[config.mk]
export PLATFORM = sky130hd
export DESIGN_NAME = instr_fetch_unit
export DESIGN_NICKNAME = d
export VERILOG_FILES = /design/src/rtl/instr_fetch_unit.sv
export SDC_FILE = /design/constraint.sdc
export NUM_CORES = 1
export LEC_CHECK = 0
export BUFFER_PORTS_ARGS = -buffer_cell sky130_fd_sc_hd__buf_2
export CAP_MARGIN = 25
export CORE_ASPECT_RATIO = 0.9
export CORE_UTILIZATION = 31
export CTS_CLUSTER_SIZE = 12
export DETAILED_ROUTE_END_ITERATION = 10
export PLACE_DENSITY_LB_ADDON = 0.3
export SETUP_SLACK_MARGIN = 0.1
export SLEW_MARGIN = 10
export SYNTH_ARGS = -nofsm -noshare
export SYNTH_HDL_FRONTEND = slang
export SYNTH_SLANG_ARGS = --single-unit
export TNS_END_PERCENT = 20
[constraint.sdc]
create_clock -name CLK -period 3.7 [get_ports CLK]
set_input_delay 0.185 -clock CLK [delete_from_list [all_inputs] [get_ports CLK]]
set_output_delay 0.185 -clock CLK [all_outputs]
set_load 0.01 [all_outputs]
[src/rtl/instr_fetch_unit.sv]
// Instruction fetch stage: PC-driven memory reads, a small credit-managed
// instruction FIFO and a valid/ready hand-off to decode, with branch redirect.
module instr_fetch_unit #(
    parameter logic [15:0] RESET_PC   = 16'd0,
    parameter int          MEM_WORDS  = 1024,
    parameter int          FIFO_DEPTH = 2
) (
    input  logic        CLK,
    input  logic        reset,
    input  logic        fetch_en,
    input  logic        mem_busy,
    output logic        MemRead,
    output logic [15:0] ADDR,
    input  logic [15:0] Data_out,
    input  logic        redirect,
    input  logic [15:0] redirect_pc,
    output logic        instr_valid,
    input  logic        instr_ready,
    output logic [15:0] instr,
    output logic [15:0] instr_pc
);

    localparam int          PW          = $clog2(FIFO_DEPTH);
    localparam int          CW          = PW + 1;
    localparam logic [31:0] MEM_WORDS_U = MEM_WORDS;
    localparam logic [15:0] PC_LAST     = 16'(MEM_WORDS - 1);

    typedef enum logic {IDLE, RUN} state_t;

    state_t        state_q, state_d;
    logic [15:0]   pc_q, pc_d;
    logic [15:0]   inflight_pc_q, inflight_pc_d;
    logic          inflight_q, inflight_d;
    logic          kill_q, kill_d;
    logic [CW-1:0] count_q, count_d;
    logic [PW-1:0] wr_ptr_q, wr_ptr_d;
    logic [PW-1:0] rd_ptr_q, rd_ptr_d;

    logic [15:0]   word_q [FIFO_DEPTH];
    logic [15:0]   wpc_q  [FIFO_DEPTH];

    logic          issue, push, pop;
    logic [CW:0]   credit;
    logic [15:0]   redirect_pc_mod;

    assign redirect_pc_mod = 16'(32'(redirect_pc) % MEM_WORDS_U);

    // Outputs read the FIFO head; empty FIFO drives zeros.
    assign instr_valid = (count_q != '0);
    assign instr       = instr_valid ? word_q[rd_ptr_q] : 16'd0;
    assign instr_pc    = instr_valid ? wpc_q[rd_ptr_q]  : 16'd0;

    always_comb begin
        state_d       = state_q;
        pc_d          = pc_q;
        inflight_pc_d = inflight_pc_q;
        count_d       = count_q;
        wr_ptr_d      = wr_ptr_q;
        rd_ptr_d      = rd_ptr_q;

        pop  = instr_valid && instr_ready && !redirect;
        push = inflight_q && !kill_q && !redirect;

        // Credit counts words held plus the one still in the memory pipeline.
        credit = {1'b0, count_q} + {{CW{1'b0}}, inflight_q} - {{CW{1'b0}}, pop};
        issue  = (state_q == RUN) && fetch_en && !mem_busy && !redirect &&
                 (credit < (CW + 1)'(FIFO_DEPTH));

        MemRead = issue;
        ADDR    = issue ? pc_q : 16'd0;

        case (state_q)
            IDLE:    if (fetch_en)  state_d = RUN;
            RUN:     if (!fetch_en) state_d = IDLE;
            default: state_d = IDLE;
        endcase

        inflight_d = issue;
        kill_d     = redirect && inflight_q;
        if (issue) begin
            inflight_pc_d = pc_q;
        end

        if (redirect) begin
            pc_d     = redirect_pc_mod;
            count_d  = '0;
            wr_ptr_d = '0;
            rd_ptr_d = '0;
        end else begin
            if (issue) begin
                pc_d = (pc_q == PC_LAST) ? 16'd0 : pc_q + 16'd1;
            end
            if (push) begin
                wr_ptr_d = wr_ptr_q + PW'(1);
            end
            if (pop) begin
                rd_ptr_d = rd_ptr_q + PW'(1);
            end
            count_d = count_q + CW'(push) - CW'(pop);
        end
    end

    always_ff @(posedge CLK or posedge reset) begin
        if (reset) begin
            state_q       <= IDLE;
            pc_q          <= RESET_PC;
            inflight_q    <= 1'b0;
            inflight_pc_q <= 16'd0;
            kill_q        <= 1'b0;
            count_q       <= '0;
            wr_ptr_q      <= '0;
            rd_ptr_q      <= '0;
        end else begin
            state_q       <= state_d;
            pc_q          <= pc_d;
            inflight_q    <= inflight_d;
            inflight_pc_q <= inflight_pc_d;
            kill_q        <= kill_d;
            count_q       <= count_d;
            wr_ptr_q      <= wr_ptr_d;
            rd_ptr_q      <= rd_ptr_d;
        end
    end

    // Storage needs no reset: count_q alone decides what is valid.
    always_ff @(posedge CLK) begin
        if (push) begin
            word_q[wr_ptr_q] <= Data_out;
            wpc_q[wr_ptr_q]  <= inflight_pc_q;
        end
    end

    a_no_overflow: assert property (@(posedge CLK) disable iff (reset)
        !(push && !pop && count_q == CW'(FIFO_DEPTH)));

endmodule

Yosys cells after proc, flatten, opt, wreduce, memory -nomap -nowiden
Memories as Yosys holds them, arrays and structs flattened.
Cells that the tools add are included.
- logic and storage cells: 49
- register bits after elaboration: 39
- memory bits (writable): 64
- input bits: 38
- memories: 2
- output and inout port bits: 50
- reduce and logical (&&, ||, !) cells: 16
- equality and inequality tests: 1
- $lt $le $gt $ge: 1
- $add $sub $neg: 7
- mux-type cells: 14
- memories (name ; words ; width ; read ports ; clocked after Yosys merged registers in ; wr ports ; RTL line ; source):
    word_q ; 2 ; 16 ; 1 ; 0 ; 1 ; 39 ; logic [15:0] word_q [FIFO_DEPTH];
    wpc_q ; 2 ; 16 ; 1 ; 0 ; 1 ; 40 ; logic [15:0] wpc_q [FIFO_DEPTH];
- operators by type and width (kind ; count):
    $mux W16 ; 6
    $add A16 B1 Y16 const B ; 1
    $eq A16 B10 Y1 const B ; 1
    $logic_and A1 B1 Y1 ; 9
    $reduce_bool A2 Y1 ; 4
    $mux W1 ; 7
    $add A2 B1 Y3 ; 1
    $logic_not A1 Y1 ; 3
    $lt A3 B2 Y1 const B ; 1
    $sub A3 B1 Y3 ; 1
    $add A1 B1 Y1 const B ; 2
    $add A2 B1 Y2 ; 1
    $mux W2 ; 1
    $sub A2 B1 Y2 ; 1

Logic depth before layout (Yosys ltp)
Gate-level depths: netlist of the first run.
- word-level depth: 8
- gate-level depth with buffers: 14
- gate-level depth less buffers: 12

Least setup slack after synthesis of the first run
Ideal clock, no wire load.
- path kind: flip-flop to flip-flop
- start point: register count_q[1]
- end point: register pc_q[10]
- clock period less this slack: 3157 ps
- cell stages (with the launch flop): 14
- buffers on the path: 2
- setup time: 78 ps
- path slack: 543 ps
- required time: 3622 ps
- data arrival time: 3079 ps
- path through: dfrtp_1 -> nor2_1 -> inv_1 -> nand2_1 -> nor2_1 -> ha_1 -> nand2b_1 -> fa_1 -> and4b_1 -> buf_1 -> nand2_1 -> clkbuf_1 -> or4_1 -> a21oi_1
- longest elaborated chain between the ends: 7
- elaborated cells on any way between the ends: 8
- classes of those cells: add/sub: 2; order compare: 1; reduce/logical: 5
- ends and longest elaborated chain (item ; RTL line ; source):
    start, declared ; 35 ; logic [CW-1:0] count_q, count_d;
    start signal, assigned ; 119 ; count_q <= count_d;
    $reduce_bool A2 Y1 ; 49 ; assign instr_valid = (count_q != '0);
    named net instr_valid ; 17 ; output logic instr_valid,
    $logic_and A1 B1 Y1 (2 in a row) ; 61 ; pop = instr_valid && instr_ready && !redirect;
    $sub A3 B1 Y3 ; 65 ; credit = {1'b0, count_q} + {{CW{1'b0}}, inflight_q} - {{CW{1'b0}}, pop};
    $lt A3 B2 Y1 ; 67 ; (credit < (CW + 1)'(FIFO_DEPTH));
    $logic_and A1 B1 Y1 ; 66 ; issue = (state_q == RUN) && fetch_en && !mem_busy && !redirect &&
    $reduce_bool A2 Y1 (no line) ; n/a ;
    end signal, assigned ; 115 ; pc_q <= pc_d;
    end, declared ; 31 ; logic [15:0] pc_q, pc_d;
The timed path passes the listed nets, and every way through them passes these cells.
A chain may end at the register's enable or synchronous reset.

Final worst setup path of the first run
- start point: register count_q[1]
- end point: output ADDR[9]
- longest elaborated chain between the ends: 7
- elaborated cells on any way between the ends: 8
- classes of those cells: add/sub: 2; order compare: 1; mux: 1; reduce/logical: 4
- ends and longest elaborated chain (item ; RTL line ; source):
    parallel branches: the longest is 3 deep, another holds $add A2 B1 Y3 ; n/a ;
    $sub A3 B1 Y3 (*) ; 65 ;
    $lt A3 B2 Y1 (*) ; 67 ;
    $logic_and A1 B1 Y1 (*) ; 66 ;
    $mux W16 (*) ; 70 ; ADDR = issue ? pc_q : 16'd0;
    end, declared ; 13 ; output logic [15:0] ADDR,
Every way passes the cells marked *.

==> results of run 1 <==
cell type report:
cell class / instances / share of cell area (%)
sequential: 103 / 53.91
multi-input combinational: 203 / 25.50
timing repair buffer: 90 / 9.121
clock buffer: 9 / 4.188
tap: 168 / 3.909
clock inverter: 7 / 2.676
inverter: 9 / 0.6980
per-stage QoR:
stage	power (mW)	area [sq um]	util, %	hold WS, ns	std cells
global route	2.748	5378	39.80	0.02811	589
detailed placement	1.529	4964	36.73	0.3160	570
global placement	1.517	4964	36.73	0.3136	570
finish	2.656	5378	39.80	0.03232	589
CTS	2.681	5353	39.61	0.01890	588
floorplan	1.450	4358	-	0.2164	332
Yosys cell counts (all sizes together) (2+ instances only):
cell type,number
a21o,16
a21oi,3
a22oi,5
and2,16
buf,4
clkbuf,13
dfrtp,39
edfxtp,64
ha,4
inv,9
mux2i,32
nand2,13
nand3,9
nand4,5
nor2,42
nor2b,2
nor3,2
o211ai,4
o21ai,12
o31ai,4
or3,6
or4,7
xnor2,4
xor2,5
critical path, cell delays in order, from the launching register on:
cell	delay, ns
dfrtp_1	0.45
nor2_2	0.14
inv_1	0.06
nand2_1	0.10
nor2_1	0.07
ha_1	0.26
nand2b_1	0.16
fa_1	0.43
and4b_2	0.30
nand3_1	0.16
clkinvlp_4	0.27
and2_1	0.29
buf_2	0.15
per-layer routing:
layer | vias up | global-route usage (%) | wire length [um]
li1 | 1377 | - | -
met1 | 1388 | 17.39 | 4268
met2 | 65 | 22.89 | 4577
met3 | 14 | 2.150 | 433
met4 | 0 | 6.270 | 139
met5 | - | 0 | 0
flip-flops by register name, indices dropped and copies added (netlist names):
signal and cells:
pc_q 16, wpc_q 32, state_q 1, count_q 2, inflight_q 1, inflight_pc_q 16
kill_q 1, rd_ptr_q 1, word_q 32, wr_ptr_q 1
worst max-delay path by stage:
| stage | startpoint | endpoint | slack, ns | cells after the start |
|---|---|---|---|---|
| 5_1_grt | count_q[1]$_DFF_PP0_ | ADDR[9] | 0.11 | 12 |
| 3_5_place_dp | count_q[1]$_DFF_PP0_ | pc_q[14]$_DFFE_PP0P_ | 0.52 | 12 |
| 2_1_floorplan | count_q[1]$_DFF_PP0_ | pc_q[10]$_DFFE_PP0P_ | 0.54 | 13 |
| 4_1_cts | count_q[1]$_DFF_PP0_ | ADDR[5] | 0.19 | 12 |
| 3_3_place_gp | count_q[1]$_DFF_PP0_ | pc_q[14]$_DFFE_PP0P_ | 0.57 | 12 |
| 6_report | count_q[1]$_DFF_PP0_ | ADDR[9] | 0.34 | 12 |
cell families after synthesis:
group | Yosys count
adders and majority gates | 5
AOI/OAI and AO/OA | 49
DFF | 103
and+or+nand+nor | 108
xor gates and xnor gates | 9
muxes | 32
buffers and inverters | 26
power by group:
| part | switching, mW | total [mW] | internal (mW) |
|---|---|---|---|
| Sequential | 0.0548 | 1.34 | 1.28 |
| Combinational | 0.0901 | 0.167 | 0.0773 |
| Clock | 0.419 | 1.15 | 0.733 |
repair_timing:
item                       CTS  global route
setup buffers                0             0
hold endpoints to repair    40             0
resized for setup            0             2
setup endpoints to repair    0            14
hold buffers                 2             0
==> flow_summary.ini, run 1 <==
[setup_path]
ff2ff_setup_slack_ns = 0.55
reg2reg_from = count_q[1]$_DFF_PP0_
path_class = reg -> out
r2r_cells = 12
endpoint_kind = primary output
critPathLaunchType = register
crit_required_ns = 3.51
reg2reg_to = pc_q[9]$_DFFE_PP0P_
crit_fanout = 19
crit_arrival_ns = 3.17

[synthesis]
syn_nets = 375
synth_top_area_share_pct = 44.10
synth_flop_cell = edfxtp_1
yosysSeqAreaShare_pct = 66.49
async_reset_ff_share_pct = 37.86
synth_top_family_by_area = simple AND/OR/NAND/NOR gates
muxShareOfSynthArea_pct = 7.350
synth_top_cell_by_area = edfxtp_1
synth_xor_xnor_area_share_pct = 1.809
synth_simple_gate_area_share_pct = 12.78
syn_area_per_cell_sq_um = 13.13
synth_warnings = 0
synth_cell_types = 40
synth_compound_area_share_pct = 7.666
syn_area_sq_mm = 0.004358
ys_ff_latch = 103
synth.area.top_cells = edfxtp_1, dfrtp_1, mux2i_1, nor2_1, a21o_1
synth_edf_count = 64
synth_fa_ha_area_share_pct = 1.608
syn_inst = 332

[placement]
port_buffers = 81
dp_hpwl_um = 6523
pre_cts_slack_ns = 0.5226
gp_congestion = 0.8515

[global_route]
grt_pass1_wl_um = 15190
grt_pass1_vias = 2864
grt_max_degree = 40
grt_util_all_layers_pct = 13.63
grt.overflow.total = 0
antenna_found_initial = 0

[timing]
fin_skew_ns = 0.005990
min_period_over_period_pct = 90.70
final.setup.tns_ns = 0
period_needed_ns = 3.356
drv_slew = 0
finalHoldViolCount = 0
worst_pin_slew_ns = 1.011
rsz0062_at_grt = false
max_slew_margin_pct = 32.63
finalWorstSetupSlack_ns = 0.3442
setup_viol = 0
max_freq_ghz = 0.2980

[clock_network]
clkTransAtPathRegs_ns = 0.07
insertion_delay_ns = 0.34
htree_levels = 3
cts_root_buf = clkbuf_16
cts_max_path_buffers = 2
tritoncts = done
cts.sink_count = 103
cts_buffers = 9

[cells_and_area]
seqCellArea_sq_mm = 0.002899
nFillCells = 1295
area_delta_synth_final_pct = 23.40
final_common_cell = buf_2
antenna_cells = 0
final_cell_mix = buf_2, edfxtp_1, nor2_1
nets = 459
drive_above_1_share_pct = 26.84
multiInputGateArea_sq_mm = 0.001371

[power]
power.leakage_nw = 2.257
p_per_area_mw_per_mm2 = 493.8
ir_worst_vdd_uv = 228.5

[drt]
ant_nets = 0
wl_per_cell_um = 15.99
drt_iter0_drc = 220
via_per_inst = 4.829
drcViolationCount = 0
drtPass1Iterations = 4
num_vias = 2844
drt-total-wl_um = 9418

[run_status]
status = finished, final reports clean

[floorplanning]
start_util_pct = 32.25
rows = 40
die_area_sq_mm = 0.01454
io_pins = 88
die_w_um = 127.0
core_area_sq_mm = 0.01351
die_h_um = 114.5

[worst_hold_path]
worstHoldStart = Data_out[5]
hold_path_class = in -> reg
hold_path_depth = 1
hold_path_end = word_q[0][5]$_DFFE_PP_

[flow_run]
drv_cap = 0
Power figures use the tool's default switching activity.
==> run 2: changes to the inputs <==
RECOVER_POWER = 50   (was unset)
==> run 2 against run 1 <==
  * The flow now finishes with violations (max-capacitance violations, max-slew violations)
  * Wire length grew 0.16%
  * Power shrank 0.11%
  * Final area shrank 0.88%
  * Via count grew 0.14%
  * Sequential power is essentially flat
  * Sequential share of layout area grew 0.46 points
  * First-iteration DRC count shrank 8.6%
  * Core utilization shrank 0.35 points
  * Register-to-register slack lost 0.03 ns
  * Fmax shrank 0.69%
  * Critical endpoint unchanged
==> flow_summary.ini, run 2 (synthesis gave the netlist of run 1 again) <==
[timing]
period_needed_ns = 3.379
finalHoldViolCount = 0
fin_skew_ns = 0.006106
final.setup.tns_ns = 0
finalHoldWorstSlack_ns = 0.03218
max_slew_margin_pct = -40.16
max_freq_ghz = 0.2959
setup_viol = 0
drv_slew = 100
rsz0062_at_grt = false
worst_pin_slew_ns = 2.102
finalWorstSetupSlack_ns = 0.3208
min_period_over_period_pct = 91.33

[clock_network]
cts_max_path_buffers = 2
postCtsSetupBuffers = 0
tritoncts = done
htree_levels = 3
clkTransAtPathRegs_ns = 0.07
insertion_delay_ns = 0.34
cts.sink_count = 103
cts_root_buf = clkbuf_16
cts_buffers = 9

[power]
clock_power_share_pct = 43.4
p_seq_share_pct = 50.4
ir_worst_vdd_uv = 228.7
p_int_mw = 2.090
power.leakage_nw = 2.211
power_switching_mw = 0.5626
total_power_mw = 2.653
switching_share_pct = 21.21
combinationalPowerShare_pct = 6.2
p_per_area_mw_per_mm2 = 497.7

[setup_path]
endpoint_kind = primary output
crit_arrival_ns = 3.19
cp_common_cell = nor2_1
crit_required_ns = 3.51
cp_cell_sequence = nor2_1 -> inv_1 -> nand2_1 -> nor2_1 -> ha_1 -> nand2b_1 -> fa_1 -> and4b_2 -> nand3_1 -> clkinvlp_4 -> and2_1 -> buf_2
critPathBufInv = 3
critPathSlowestCell = dfrtp_1
crit_family = simple AND/OR/NAND/NOR gates
critPathLaunchType = register
crit_fanout = 19
cpPeakStageDelay_ns = 0.44
path_class = reg -> out

[global_route]
grt_util_all_layers_pct = 13.63
grt_max_degree = 40
grt_pass1_wl_um = 15190
antenna_found_initial = 0
grt_pass1_vias = 2864
grt.overflow.total = 0

[drt]
drcViolationCount = 0
via_per_inst = 4.835
drt_iter0_drc = 201
wl_per_cell_um = 16.02
ant_nets = 0
drt-total-wl_um = 9433
num_vias = 2848
drtPass1Iterations = 4

[floorplanning]
io_pins = 88
rows = 40
die_area_sq_mm = 0.01454
start_util_pct = 32.25
die_h_um = 114.5
die_w_um = 127.0
core_area_sq_mm = 0.01351

[cells_and_area]
stdcell_count = 589
antenna_cells = 0
area_delta_synth_final_pct = 22.31
drive_above_1_share_pct = 22.57
final_cell_mix = buf_2, edfxtp_1, nor2_1
reg_top3 = word_q: 32 flops, wpc_q: 32 flops
nets = 459
final_common_cell = buf_2

[run_status]
violations = max-capacitance violations, max-slew violations
status = finished, violations left

[placement]
placedCellCount = 570
gp_congestion = 0.8515
dp_hpwl_um = 6523
port_buffers = 81
pre_cts_slack_ns = 0.5226

[worst_hold_path]
hold_path_class = in -> reg

[flow_run]
drv_cap = 3
## run 2: cell types whose count changed in the layout (fill, tap and decap cells not counted), sizes merged
cell	delta
buf	-15
clkbuf	+15
## run 2: worst register-to-register path, delay by kind of cell (launching register included)
kind	cells	cell delay (ns)
AND/OR/NAND/NOR	7	1.47
adder cells (fa/ha/maj)	2	0.74
flip-flops	1	0.44
buffers and inverters	2	0.33
AO/OA/AOI/OAI	1	0.11
## run 2: cell type report
class                      instances  area (sq um)
fill                            1305          8183
sequential                       103          2898
multi-input combinational        203          1361
timing repair buffer              90         454.2
clock buffer                       9         225.2
tap                              168         210.2
clock inverter                     7         143.9
inverter                           9         37.54
## run 2: per-stage QoR
stage / util (%) / cell area [sq um]
CTS: 39.61 / 5353
finish: 39.44 / 5330
global route: 39.44 / 5330
detailed placement: 36.73 / 4964
floorplan: - / 4358
global placement: 36.73 / 4964
## run 2: what timing repair did
item	CTS	global route
endpoints found under the hold margin	40	0
resized for setup	0	2
hold buffers	2	0
endpoints found under the setup margin	0	14
## run 2: metal layers
layer / wire length [um] / up-vias / global-route usage [%]
li1: - / 1377 / -
met1: 4255 / 1389 / 17.39
met2: 4614 / 68 / 22.89
met3: 423 / 14 / 2.150
met4: 139 / 0 / 6.270
met5: 0 / - / 0
## run 2: final timing paths
path | slack [ns] | depth (start not counted) | endpoint | from
setup / recovery | 0.32 | 12 | ADDR[9] | count_q[1]$_DFF_PP0_
hold / removal | 0.03 | 1 | word_q[0][5]$_DFFE_PP_ | Data_out[5]
setup reg to reg | 0.52 | 12 | pc_q[9]$_DFFE_PP0P_ | count_q[1]$_DFF_PP0_
hold reg to reg | 0.48 | 0 | wpc_q[0][0]$_DFFE_PP_ | inflight_pc_q[0]$_DFFE_PP0P_
max in group asynchronous | 1.33 | 4 | inflight_pc_q[14]$_DFFE_PP0P_ | reset
min in group asynchronous | 1.17 | 4 | rd_ptr_q$_DFFE_PP0P_ | reset
## run 2: power groups by stage
stage | sequential, mW | combinational [mW] | clock (mW)
2_1_floorplan | 1.33 | 0.115 | 0
3_3_place_gp | 1.36 | 0.161 | 0
3_5_place_dp | 1.36 | 0.168 | 0
4_1_cts | 1.34 | 0.170 | 1.17
5_1_grt | 1.34 | 0.187 | 1.21
6_report | 1.34 | 0.165 | 1.15
==> run 3: changes to the inputs <==
clock period = 3.73 ns   (was 3.7 ns; I/O delays follow)
==> run 3 against run 2 <==
  * The flow still finishes with violations (max-capacitance violations, max-slew violations)
  * First-iteration DRC count shrank 6.0%
  * Combinational power is essentially flat
  * Power shrank 8.3%
  * Final area shrank 0.89%
  * Sequential power is essentially flat
  * Critical path depth is the same
  * Global-route usage grew 0.11 points
  * Highest routed layer unchanged
==> flow_summary.ini, run 3 (synthesis gave the netlist of run 1 again) <==
[run_status]
status = finished, violations left
violations = max-capacitance violations, max-slew violations

[drt]
num_vias = 2862
drcViolationCount = 0
drtPass1Iterations = 4
drt-total-wl_um = 9489
wl_per_cell_um = 16.08
ant_nets = 0
via_per_inst = 4.851
drt_iter0_drc = 189

[clock_network]
cts.sink_count = 103
cts_root_buf = clkbuf_16
htree_levels = 3
cts_max_path_buffers = 2
cts_buffers = 9
clkTransAtPathRegs_ns = 0.07
insertion_delay_ns = 0.34
tritoncts = done

[global_route]
grt_pass1_vias = 2863
grt_util_all_layers_pct = 13.74
grt_pass1_wl_um = 15240
grt.overflow.total = 0
antenna_found_initial = 0
grt_max_degree = 40

[floorplanning]
die_h_um = 114.5
die_area_sq_mm = 0.01454
rows = 40
die_w_um = 127.0
io_pins = 88
start_util_pct = 32.25
core_area_sq_mm = 0.01351

[cells_and_area]
drive_above_1_share_pct = 23.70
final_common_cell = buf_2
reg_top3 = word_q: 32 flops, wpc_q: 32 flops
area_delta_synth_final_pct = 21.22
design_area_sq_mm = 0.005283
nets = 460
antenna_cells = 0
final_cell_mix = buf_2, edfxtp_1, nor2_1

[timing]
max_freq_ghz = 0.2962
period_needed_ns = 3.376
setup_viol = 0
worst_pin_slew_ns = 2.150
finalHoldViolCount = 0
min_period_over_period_pct = 90.52
final.setup.tns_ns = 0
drv_slew = 107
max_slew_margin_pct = -43.32
rsz0062_at_grt = true
fin_skew_ns = 0.007743

[setup_path]
cp_common_cell = nor2_1
endpoint_kind = primary output
crit_family = simple AND/OR/NAND/NOR gates
crit_fanout = 19
crit_arrival_ns = 3.19
path_class = reg -> out
path_depth = 12
cp_cell_sequence = nor2_1 -> inv_1 -> nand2_1 -> nor2_1 -> ha_1 -> nand2b_1 -> fa_1 -> and4b_1 -> nand3_1 -> clkinvlp_4 -> and2_1 -> buf_2
critPathBufInv = 3
crit_required_ns = 3.54
r2r_cells = 12
critPathLaunchType = register
cpPeakStageDelay_ns = 0.48
critPathSlowestCell = fa_1

[placement]
gp_congestion = 0.8520
dp_hpwl_um = 6402
port_buffers = 81
placed_area_sq_mm = 0.004964

[worst_hold_path]
hold_path_class = in -> reg
hold_path_depth = 1

[power]
p_per_area_mw_per_mm2 = 460.6
ir_worst_vdd_uv = 242.6
power.leakage_nw = 2.196

[flow_run]
drv_cap = 3
==> run 3: cell count changes in the layout (fill, tap and decap cells not counted), moves of 2 or more <==
cell       before  now
bufinv_16       4    1
clkinv_4        0    2
buf_2          68   72
nor2_1         42   40
buf_4           5    7
nor2_2          0    2
clkbuf_1       15   12
==> run 3: power by group <==
| part | switching, mW | internal (mW) |
|---|---|---|
| registers | 0.0538 | 1.27 |
| clock network | 0.402 | 0.542 |
| logic | 0.0886 | 0.0756 |
==> run 3: metrics by stage <==
step	instances	hold WS, ns	util (%)	setup WS (ns)	power, mW
after global routing	590	0.01974	39.09	0.05101	2.532
after global placement	570	0.3151	36.73	0.6015	1.505
final	590	0.03259	39.09	0.3537	2.433
after CTS	588	0.02229	39.11	0.2161	2.461
after detailed placement	570	0.3154	36.73	0.5427	1.514
after floorplan	332	0.2179	-	0.5733	1.438
==> run 3: timing repair <==
action / CTS / global route
setup endpoints to repair: 0 / 14
setup buffers: 0 / 2
hold buffers: 2 / 0
gates resized for setup: 0 / 2
endpoints found under the hold margin: 40 / 0
==> run 3: per-layer routing <==
| metal | vias up | routed length (um) | GRT usage [%] |
|---|---|---|---|
| met2 | 67 | 4727 | 23.26 |
| met1 | 1408 | 4247 | 17.43 |
| met3 | 9 | 379 | 2.804 |
| met5 | - | 0 | 0 |
| met4 | 0 | 133 | 5.159 |
| li1 | 1378 | - | - |
==> run 3: path summary, 6_finish.rpt <==
kind                                                 end                          from  slack [ns]
min                               word_q[0][6]$_DFFE_PP_                   Data_out[6]        0.03
max                                              ADDR[6]          count_q[1]$_DFF_PP0_        0.35
max in group asynchronous  inflight_pc_q[13]$_DFFE_PP0P_                         reset        1.30
min in group asynchronous           rd_ptr_q$_DFFE_PP0P_                         reset        1.18
min reg2reg                        wpc_q[1][0]$_DFFE_PP_  inflight_pc_q[0]$_DFFE_PP0P_        0.48
max reg2reg                          pc_q[9]$_DFFE_PP0P_          count_q[1]$_DFF_PP0_        0.54
==> run 3: layout make-up <==
cell class	instances	area, sq um
fillers	1324	8230
flip-flops and latches	103	2898
multi-input cells	203	1365
repair buffers	91	470.5
clock buffers	12	246.5
well taps	168	210.2
clock inverters	4	55.05
inverters	9	37.54
